<file path="src/rtl/oam_dma.sv">
// OAM DMA controller and CPU/bus arbiter: a write to FF46 copies XFER_LEN bytes from page {FF46,00} into OAM.
// Optional build macro OAM_DMA_ECHO_EN: source pages E0-FF are folded onto the C0-DF WRAM echo.
module oam_dma #(
    parameter int CYCLES_PER_BYTE = 4,
    parameter int XFER_LEN        = 160
) (
    input  logic        clk,
    input  logic        reset,
    input  logic [15:0] cpu_addr,
    input  logic [7:0]  cpu_data_w,
    input  logic        cpu_do_write,
    output logic [7:0]  cpu_data_r,
    output logic [15:0] bus_addr,
    output logic [7:0]  bus_data_w,
    output logic        bus_do_write,
    input  logic [7:0]  bus_data_r,
    output logic [7:0]  oam_addr,
    output logic [7:0]  oam_data,
    output logic        oam_write,
    output logic        dma_active
);

    localparam int              CNT_W    = $clog2(CYCLES_PER_BYTE);
    localparam logic [CNT_W-1:0] CNT_CAP  = CNT_W'(CYCLES_PER_BYTE - 2);
    localparam logic [CNT_W-1:0] CNT_LAST = CNT_W'(CYCLES_PER_BYTE - 1);
    localparam logic [7:0]      IDX_LAST = 8'(XFER_LEN - 1);

    typedef enum logic [1:0] {
        S_IDLE,
        S_START,
        S_XFER
    } state_t;

    state_t           state_q, state_d;
    logic [7:0]       reg_q, reg_d;
    logic [7:0]       idx_q, idx_d;
    logic [CNT_W-1:0] cnt_q, cnt_d;
    logic [7:0]       buf_q, buf_d;

    logic       ff46_hit;
    logic       hram_hit;
    logic       cpu_grant;
    logic       trigger;
    logic       byte_done;
    logic [7:0] src_hi;

    assign ff46_hit  = (cpu_addr == 16'hFF46);
    assign hram_hit  = (cpu_addr >= 16'hFF80) && (cpu_addr <= 16'hFFFE);
    assign cpu_grant = hram_hit || ff46_hit;
    assign trigger   = cpu_do_write && ff46_hit;

    // A granted CPU cycle freezes the byte engine, including the OAM write slot.
    assign byte_done = (state_q == S_XFER) && !cpu_grant && (cnt_q == CNT_LAST);

    always_comb begin
`ifdef OAM_DMA_ECHO_EN
        src_hi = (reg_q >= 8'hE0) ? (reg_q - 8'h20) : reg_q;
`else
        src_hi = reg_q;
`endif
    end

    always_comb begin
        state_d = state_q;
        reg_d   = reg_q;
        idx_d   = idx_q;
        cnt_d   = cnt_q;
        buf_d   = buf_q;
        if (trigger) begin
            reg_d   = cpu_data_w;
            idx_d   = 8'h00;
            cnt_d   = '0;
            state_d = S_START;
        end else begin
            case (state_q)
                S_START: state_d = S_XFER;
                S_XFER: begin
                    if (!cpu_grant) begin
                        if (cnt_q == CNT_CAP) begin
                            buf_d = bus_data_r;
                        end
                        if (cnt_q == CNT_LAST) begin
                            cnt_d = '0;
                            idx_d = idx_q + 8'h01;
                            if (idx_q == IDX_LAST) begin
                                state_d = S_IDLE;
                            end
                        end else begin
                            cnt_d = cnt_q + 1'b1;
                        end
                    end
                end
                default: state_d = S_IDLE;
            endcase
        end
    end

    always_comb begin
        dma_active   = (state_q != S_IDLE);
        oam_write    = byte_done;
        oam_addr     = idx_q;
        oam_data     = buf_q;
        bus_addr     = cpu_addr;
        bus_data_w   = cpu_data_w;
        bus_do_write = cpu_do_write;
        cpu_data_r   = bus_data_r;
        if (dma_active && !cpu_grant) begin
            bus_addr     = {src_hi, idx_q};
            bus_data_w   = 8'h00;
            bus_do_write = 1'b0;
            cpu_data_r   = 8'hFF;
        end
        // The DMA register has no other decoder, so its readback is sourced here.
        if (ff46_hit) begin
            cpu_data_r = reg_q;
        end
    end

    always_ff @(posedge clk or posedge reset) begin
        if (reset) begin
            state_q <= S_IDLE;
            reg_q   <= 8'hFF;
            idx_q   <= 8'h00;
            cnt_q   <= '0;
            buf_q   <= 8'h00;
        end else begin
            state_q <= state_d;
            reg_q   <= reg_d;
            idx_q   <= idx_d;
            cnt_q   <= cnt_d;
            buf_q   <= buf_d;
        end
    end

endmodule
</file>
<file path="config.mk">
export PLATFORM = sky130hd
export DESIGN_NAME = oam_dma
export DESIGN_NICKNAME = d
export VERILOG_FILES = /design/src/rtl/oam_dma.sv
export SDC_FILE = /design/constraint.sdc
export NUM_CORES = 1
export LEC_CHECK = 0
export BUFFER_PORTS_ARGS = -buffer_cell sky130_fd_sc_hd__buf_2
export CAP_MARGIN = 0
export CORE_MARGIN = 2
export CORE_UTILIZATION = 42
export DETAILED_ROUTE_END_ITERATION = 12
export PLACE_DENSITY = 0.77
export SLEW_MARGIN = 20
export SYNTH_ARGS = -nofsm -noshare
export SYNTH_HDL_FRONTEND = slang
export SYNTH_SLANG_ARGS = --single-unit
</file>
<file path="constraint.sdc">
create_clock -name clk -period 2.3 [get_ports clk]
set_input_delay 0.345 -clock clk [delete_from_list [all_inputs] [get_ports clk]]
set_output_delay 0.345 -clock clk [all_outputs]
set_load 0.01 [all_outputs]
</file>
==> metrics.txt, run 1 <==
gr ovfl total=0; post-synthesis compound-gate area fraction=3.816%; Post-layout nets=320; Die H=~69 µm; Synth Register Bits=28; I/O pins=between 80 and 90; Avg Vias per Cell=around 5.3; Worst setup SP type=primary input; Slew Limit Fails=0; die width=between 60 and 70 µm; Mapped Area=~1800 µm²; DRT iter0 DRCs=roughly 120; GPL Wtd Cong=0.7640; Adder-Cell Fraction of Synth Area=~2.1%; Worst EP arrival=approximately 2.0 ns; detailed-route DRC error count=0; Post-Syn Nets=approximately 220; Synth cell types=35; Starting Density=between 40% and 50%; # diodes=0; total CTS buffers=3; ys flop type=dfrtp_1; sequential share of the synthesized area=40.14%; Avg Cell Area, Syn=9.781 µm²; Crit. End Element=output port; Tightest Pin Transition=between 0.5 and 0.6 ns; Crit Path Class=primary input to output port; fin crit period=roughly 2.3 ns; final wirelength=a little over 5000 µm; synthesized-area fraction occupied by and/or/nand/nor cells=a little over a quarter; cell taking the most area after synthesis=dfrtp_1; Synthesis Warnings=0; Clock Latency Late Sink=roughly 0.28 ns; cell count after placement=320; Peak supply drop=around 410 µV; failing checks=negative setup slack; Max Fclk=about 430 MHz; top cells by area, synth=dfrtp_1, dfstp_2, nand2_1; RSZ-0062 raised after global routing=true; Tightest Hold Check Type=primary input to async pin; Crit path required time=about 2.0 ns; EDFF count, synth=0; max_slew headroom=between 60% and 70%; multiplexer share of the synthesized area=~22%; pwr/cell area=roughly 690 nW/µm²; share of cells above drive strength 1=between 50 and 60%; largest net degree at the start of global routing=29; skew final=slightly below 0.006 ns; final setup fails=8; Vias=around 1800; Site Rows=23; Async SR Flop Fraction=between 90% and 100%; final core occ=between 60% and 70%; DRT Pass-1 Iters=4; Post-Synthesis Cells=between 150 and 200; Hold Violations, Final=0; vias in the first global route=1594; Max Buffers Root-to-Sink=2; core area=~4000 µm²; main combinational cell family by area after synthesis=simple AND/OR/NAND/NOR gates; die area=between 4000 and 5000 µm²; Tot GR Track Use=21.50%; critical path peak fanout=4; TritonCTS clock tree=done; WL per Instance=15.64 µm; global-route wire length before repair=roughly 7500 µm; synthesis-to-layout area growth=53.85%; root buffer cell=clkbuf_8; Max-cap violations=0; Finished Layout Cells=between 300 and 400; worst setup margin=-0.03446 ns; Final period util=101.5%; Detail Route Antenna Nets=0; clock sinks=28; Detail Placement HPWL=3594 µm; initial antenna violation count=0; clock-pin slew of the registers on the worst-case setup and hold paths=0.10 ns; outcome=finished with violations; Post-Synth XOR/XNOR Area=less than 1%; Leak=1.407 nW; Final Power=between 1.5 and 2 mW; Synth top area share=~28%; I/O Buffers=85; post-route setup TNS=-0.2305 ns; CTS H-tree depth=1
[timing repair]
item / in CTS / in global routing
hold buffers: 0 / 0
setup buffers: 6 / 0
setup endpoints to repair: 30 / 33
cloned: 1 / 0
pin swaps: 6 / 11
resized for setup: 25 / 40
[layout make-up]
| cell class | count | area [µm²] |
|---|---|---|
| Multi-Input combinational cell | 144 | 1097 |
| Clock buffer | 3 | 41.29 |
| Fill cell | 309 | 1305 |
| Inverter | 3 | 11.26 |
| Tap cell | 50 | 62.56 |
| Clock inverter | 1 | 30.03 |
| Sequential cell | 28 | 710.7 |
| Timing Repair Buffer | 102 | 770.7 |
[synth_stat cells (all sizes together), types with 2 or more instances]
cell type and instances:
nand3 11, mux2 24, dfrtp 20, dfstp 8, nand2b 4, mux2i 9, and2 11, and4 2
nand4 7, clkbuf 2, buf 5, nand2 51, o31ai 2, ha 3, nor2 6, inv 3
o21ai 2
[state kept, by name, summed over array words and instances (netlist names)]
signal    count
oam_addr      8
reg_q         8
oam_data      8
cnt_q         2
state_q       2
[cell usage in the layout, fill, tap and decap left out, drive strengths merged]
master | synthesis | final
o21ai | 2 | 2
nor2b | 1 | 1
buf | 5 | 102
xnor2 | 1 | 1
and4 | 2 | 2
o31ai | 2 | 2
bufinv | 0 | 1
dfstp | 8 | 8
dfrtp | 20 | 20
mux2 | 24 | 24
a31o | 1 | 1
nor2 | 6 | 6
o211ai | 1 | 1
ha | 3 | 3
nand2b | 4 | 4
a21oi | 1 | 1
nor4bb | 1 | 1
or2 | 1 | 1
or4 | 1 | 1
nand2 | 51 | 51
nor3 | 1 | 1
clkbuf | 2 | 3
mux2i | 9 | 9
nand4 | 7 | 7
and2 | 11 | 12
nand3 | 11 | 11
o21a | 1 | 1
and3 | 1 | 1
inv | 3 | 3
[worst max-delay path, stage by stage]
cell     delay (ns)
buf_6          0.09
or4_4          0.54
nor3_4         0.25
o21ai_4        0.10
nand2_4        0.11
buf_12         0.13
mux2_4         0.30
buf_6          0.12
[metal layers]
metal / vias up / GRT usage, % / wire, µm
li1: 827 / - / -
met1: 842 / 27.86 / 2137
met2: 77 / 38.46 / 2673
met3: 8 / 1.623 / 291
met4: 0 / 5.882 / 73
met5: - / 0 / 0
[metrics by stage]
| step | setup slack [ns] | area [µm²] | hold WS [ns] |
|---|---|---|---|
| after floorplan | 0.01507 | 1773 | 0.4045 |
| after global placement | -0.1452 | 2291 | 0.4271 |
| after detailed placement | -0.1770 | 2291 | 0.4307 |
| after global routing | -0.07993 | 2724 | 0.1482 |
| after CTS | -0.02225 | 2550 | 0.1257 |
| final | -0.03446 | 2724 | 0.1205 |
[cell families (layout without fill, tap and decap cells)]
kind of cell / Yosys count / after routing
AOI/OAI and AO/OA: 8 / 8
xor gates and xnor gates: 1 / 1
adders and majority gates: 3 / 3
buffers and inverters: 10 / 109
DFF: 28 / 28
muxes: 33 / 33
and+or+nand+nor: 98 / 99
[path summary, 6_finish.rpt]
check | slack, ns | from | cells after the start | endpoint
worst max-delay path | -0.03 | cpu_addr[4] | 8 | bus_addr[0]
worst min-delay path | 0.12 | reset | 3 | oam_data[1]
worst max register to register | 0.63 | cnt_q[0] | 5 | oam_addr[3]
worst min register to register | 0.47 | reg_q[2] | 2 | reg_q[2]
max in group asynchronous | 1.88 | reset | 3 | reg_q[4]
min in group clk | 0.26 | cpu_data_w[2] | 3 | reg_q[2]
[where the power goes]
group / total (mW) / switching (mW) / internal [mW]
logic: 0.740 / 0.338 / 0.403
clock network: 0.390 / 0.157 / 0.233
registers: 0.760 / 0.135 / 0.624
No activity file was read; power rests on OpenSTA's default activity.
==> inputs of run 2 (changes only) <==
--- a/config.mk
+++ b/config.mk
@@ -11,6 +11,7 @@
 export CORE_UTILIZATION = 42
 export DETAILED_ROUTE_END_ITERATION = 12
 export PLACE_DENSITY = 0.77
+export SKIP_LAST_GASP = 1
 export SLEW_MARGIN = 20
 export SYNTH_ARGS = -nofsm -noshare
 export SYNTH_HDL_FRONTEND = slang
==> metrics.txt, run 2 (synthesis gave the netlist of run 1 again) <==
outcome=finished with violations; failing checks=negative setup slack; GPL Wtd Cong=0.7640 (unchanged); RSZ-0062 raised after global routing=true; root buffer cell=clkbuf_8; CTS H-tree depth=1 (unchanged); clock-pin slew of the registers on the worst-case setup and hold paths=0.10 ns (about the same); synthesis-to-layout area growth=53.22%; Max Buffers Root-to-Sink=2 (unchanged); most frequent cells in the layout=buf_2, nand2_1, buf_6; skew final=0.006050 ns (+0.0001591 ns); Tightest Pin Transition=0.5832 ns (+0.01224 ns); Avg Vias per Cell=5.260 (-0.74%); post-route setup TNS=-0.2015 ns (+0.02904 ns); Max-cap violations=0 (unchanged); # diodes=0 (unchanged); Hold Violations, Final=0 (unchanged); Final Power=1.892 mW (+0.12%); Crit. End Element=output port; logic gate share of total power=39.2% (about the same); Worst EP arrival=1.99 ns (about the same); Post-layout nets=320 (unchanged); gr ovfl total=0 (unchanged); worst setup margin=-0.03344 ns (+0.001023 ns); final setup fails=8 (unchanged); core area=4029 µm² (unchanged); total CTS buffers=3 (unchanged); share of cells above drive strength 1=58.01% (-0.36 points); initial antenna violation count=0 (unchanged); die width=68.93 µm (unchanged); final wirelength=5186 µm (+0.19%); Max Fclk=428.6 MHz (about the same); max_slew headroom=60.89% (-0.82 points); I/O Buffers=85 (unchanged); Detail Placement HPWL=3594 µm (unchanged); Crit Path Class=primary input to output port; vias in the first global route=1594 (unchanged); die area=4751 µm² (unchanged); final core occ=67.33% (-0.28 points); switch share=33.42% (+0.082 points); R2R Path Start=cnt_q[0]; fin crit period=2.333 ns (-0.001023 ns); R2R depth=5 (unchanged); detailed-route DRC error count=0 (unchanged); global-route wire length before repair=7541 µm (unchanged); Reg2Reg Capture Point=oam_addr[3]; Clock power frac=20.6% (about the same); Peak supply drop=408.5 µV (-0.27%); hold_buf cts=0 (unchanged); largest net degree at the start of global routing=29 (unchanged); Tot GR Track Use=21.50% (unchanged); Slew Limit Fails=0 (unchanged); DRT iter0 DRCs=93 (-20%); pwr/cell area=697.7 nW/µm² (+0.53%); Clock Latency Late Sink=0.27 ns (about the same); TritonCTS clock tree=done; DRT Pass-1 Iters=4 (unchanged); Worst setup SP type=primary input; Leak=1.403 nW (-0.28%); Detail Route Antenna Nets=0 (unchanged); I/O pins=86 (unchanged); Filler Cell Count=313 (+1.3%); critical path peak fanout=4 (unchanged); commonest non-fill, non-tap cell in the layout=buf_2; Starting Density=43.94% (unchanged); Int Power=1.260 mW (about the same); WL per Instance=15.67 µm (+0.19%); Die H=68.93 µm (unchanged); sequential share of power=40.2% (about the same); Site Rows=23 (unchanged); Switch Pwr=0.6325 mW (+0.36%); Tightest Hold Check Type=primary input to async pin; clock sinks=28 (unchanged); Final period util=101.5% (about the same); Vias=1741 (-0.74%); Crit path required time=1.96 ns (about the same); FF-to-FF setup slack=0.63 ns (about the same)
run 2: worst max-delay path: stages:
cell and delay (ns):
buf_6 0.09, or4_4 0.54, nor3_4 0.25, o21ai_4 0.10, nand2_4 0.11, buf_6 0.12, mux2_4 0.30, buf_6 0.12
run 2: metrics by stage:
step | cells | area [µm²] | hold slack, ns | worst slack, ns
3_3_place_gp | 320 | 2291 | 0.4271 | -0.1452
5_1_grt | 331 | 2713 | 0.1484 | -0.07993
4_1_cts | 331 | 2550 | 0.1257 | -0.02225
3_5_place_dp | 320 | 2291 | 0.4307 | -0.1770
6_report | 331 | 2713 | 0.1182 | -0.03344
2_1_floorplan | 181 | 1773 | 0.4045 | 0.01507
run 2: what timing repair did:
| item | CTS | global route |
|---|---|---|
| gates cloned | 1 | 0 |
| resized for setup | 25 | 38 |
| setup endpoints to repair | 30 | 33 |
| buffers inserted | 6 | 0 |
| pin swaps | 6 | 11 |
run 2: worst max-delay path by stage:
stage                start            to  depth (start not counted)
2_1_floorplan  cpu_addr[3]  bus_addr[12]                          6
5_1_grt        cpu_addr[4]  bus_addr[12]                          8
4_1_cts        cpu_addr[7]   bus_addr[0]                          8
6_report       cpu_addr[4]  bus_addr[12]                          8
3_3_place_gp   cpu_addr[3]   bus_addr[0]                          7
3_5_place_dp   cpu_addr[3]   bus_addr[0]                          7
run 2: final cells by class:
cell class / instances / area (µm²) / area share (%)
sequential: 28 / 710.7 / 26.20
multi-input combinational: 144 / 1092 / 40.27
inverter: 3 / 11.26 / 0.4151
clock buffer: 3 / 41.29 / 1.522
tap: 50 / 62.56 / 2.306
timing repair buffer: 102 / 764.5 / 28.18
clock inverter: 1 / 30.03 / 1.107
run 2: power groups by stage:
| stage | clock (mW) | combinational [mW] | sequential, mW |
|---|---|---|---|
| final | 0.390 | 0.741 | 0.761 |
| after global routing | 0.418 | 0.817 | 0.782 |
| after CTS | 0.398 | 0.721 | 0.759 |
| after detailed placement | 0 | 0.675 | 0.769 |
| after global placement | 0 | 0.657 | 0.760 |
| after floorplan | 0 | 0.344 | 0.797 |
run 2: per-layer routing:
metal | GRT usage, % | vias up | wire length (µm)
li1 | - | 825 | -
met1 | 27.86 | 828 | 2078
met2 | 38.46 | 84 | 2690
met3 | 1.623 | 4 | 376
met4 | 5.882 | 0 | 41
met5 | 0 | - | 0
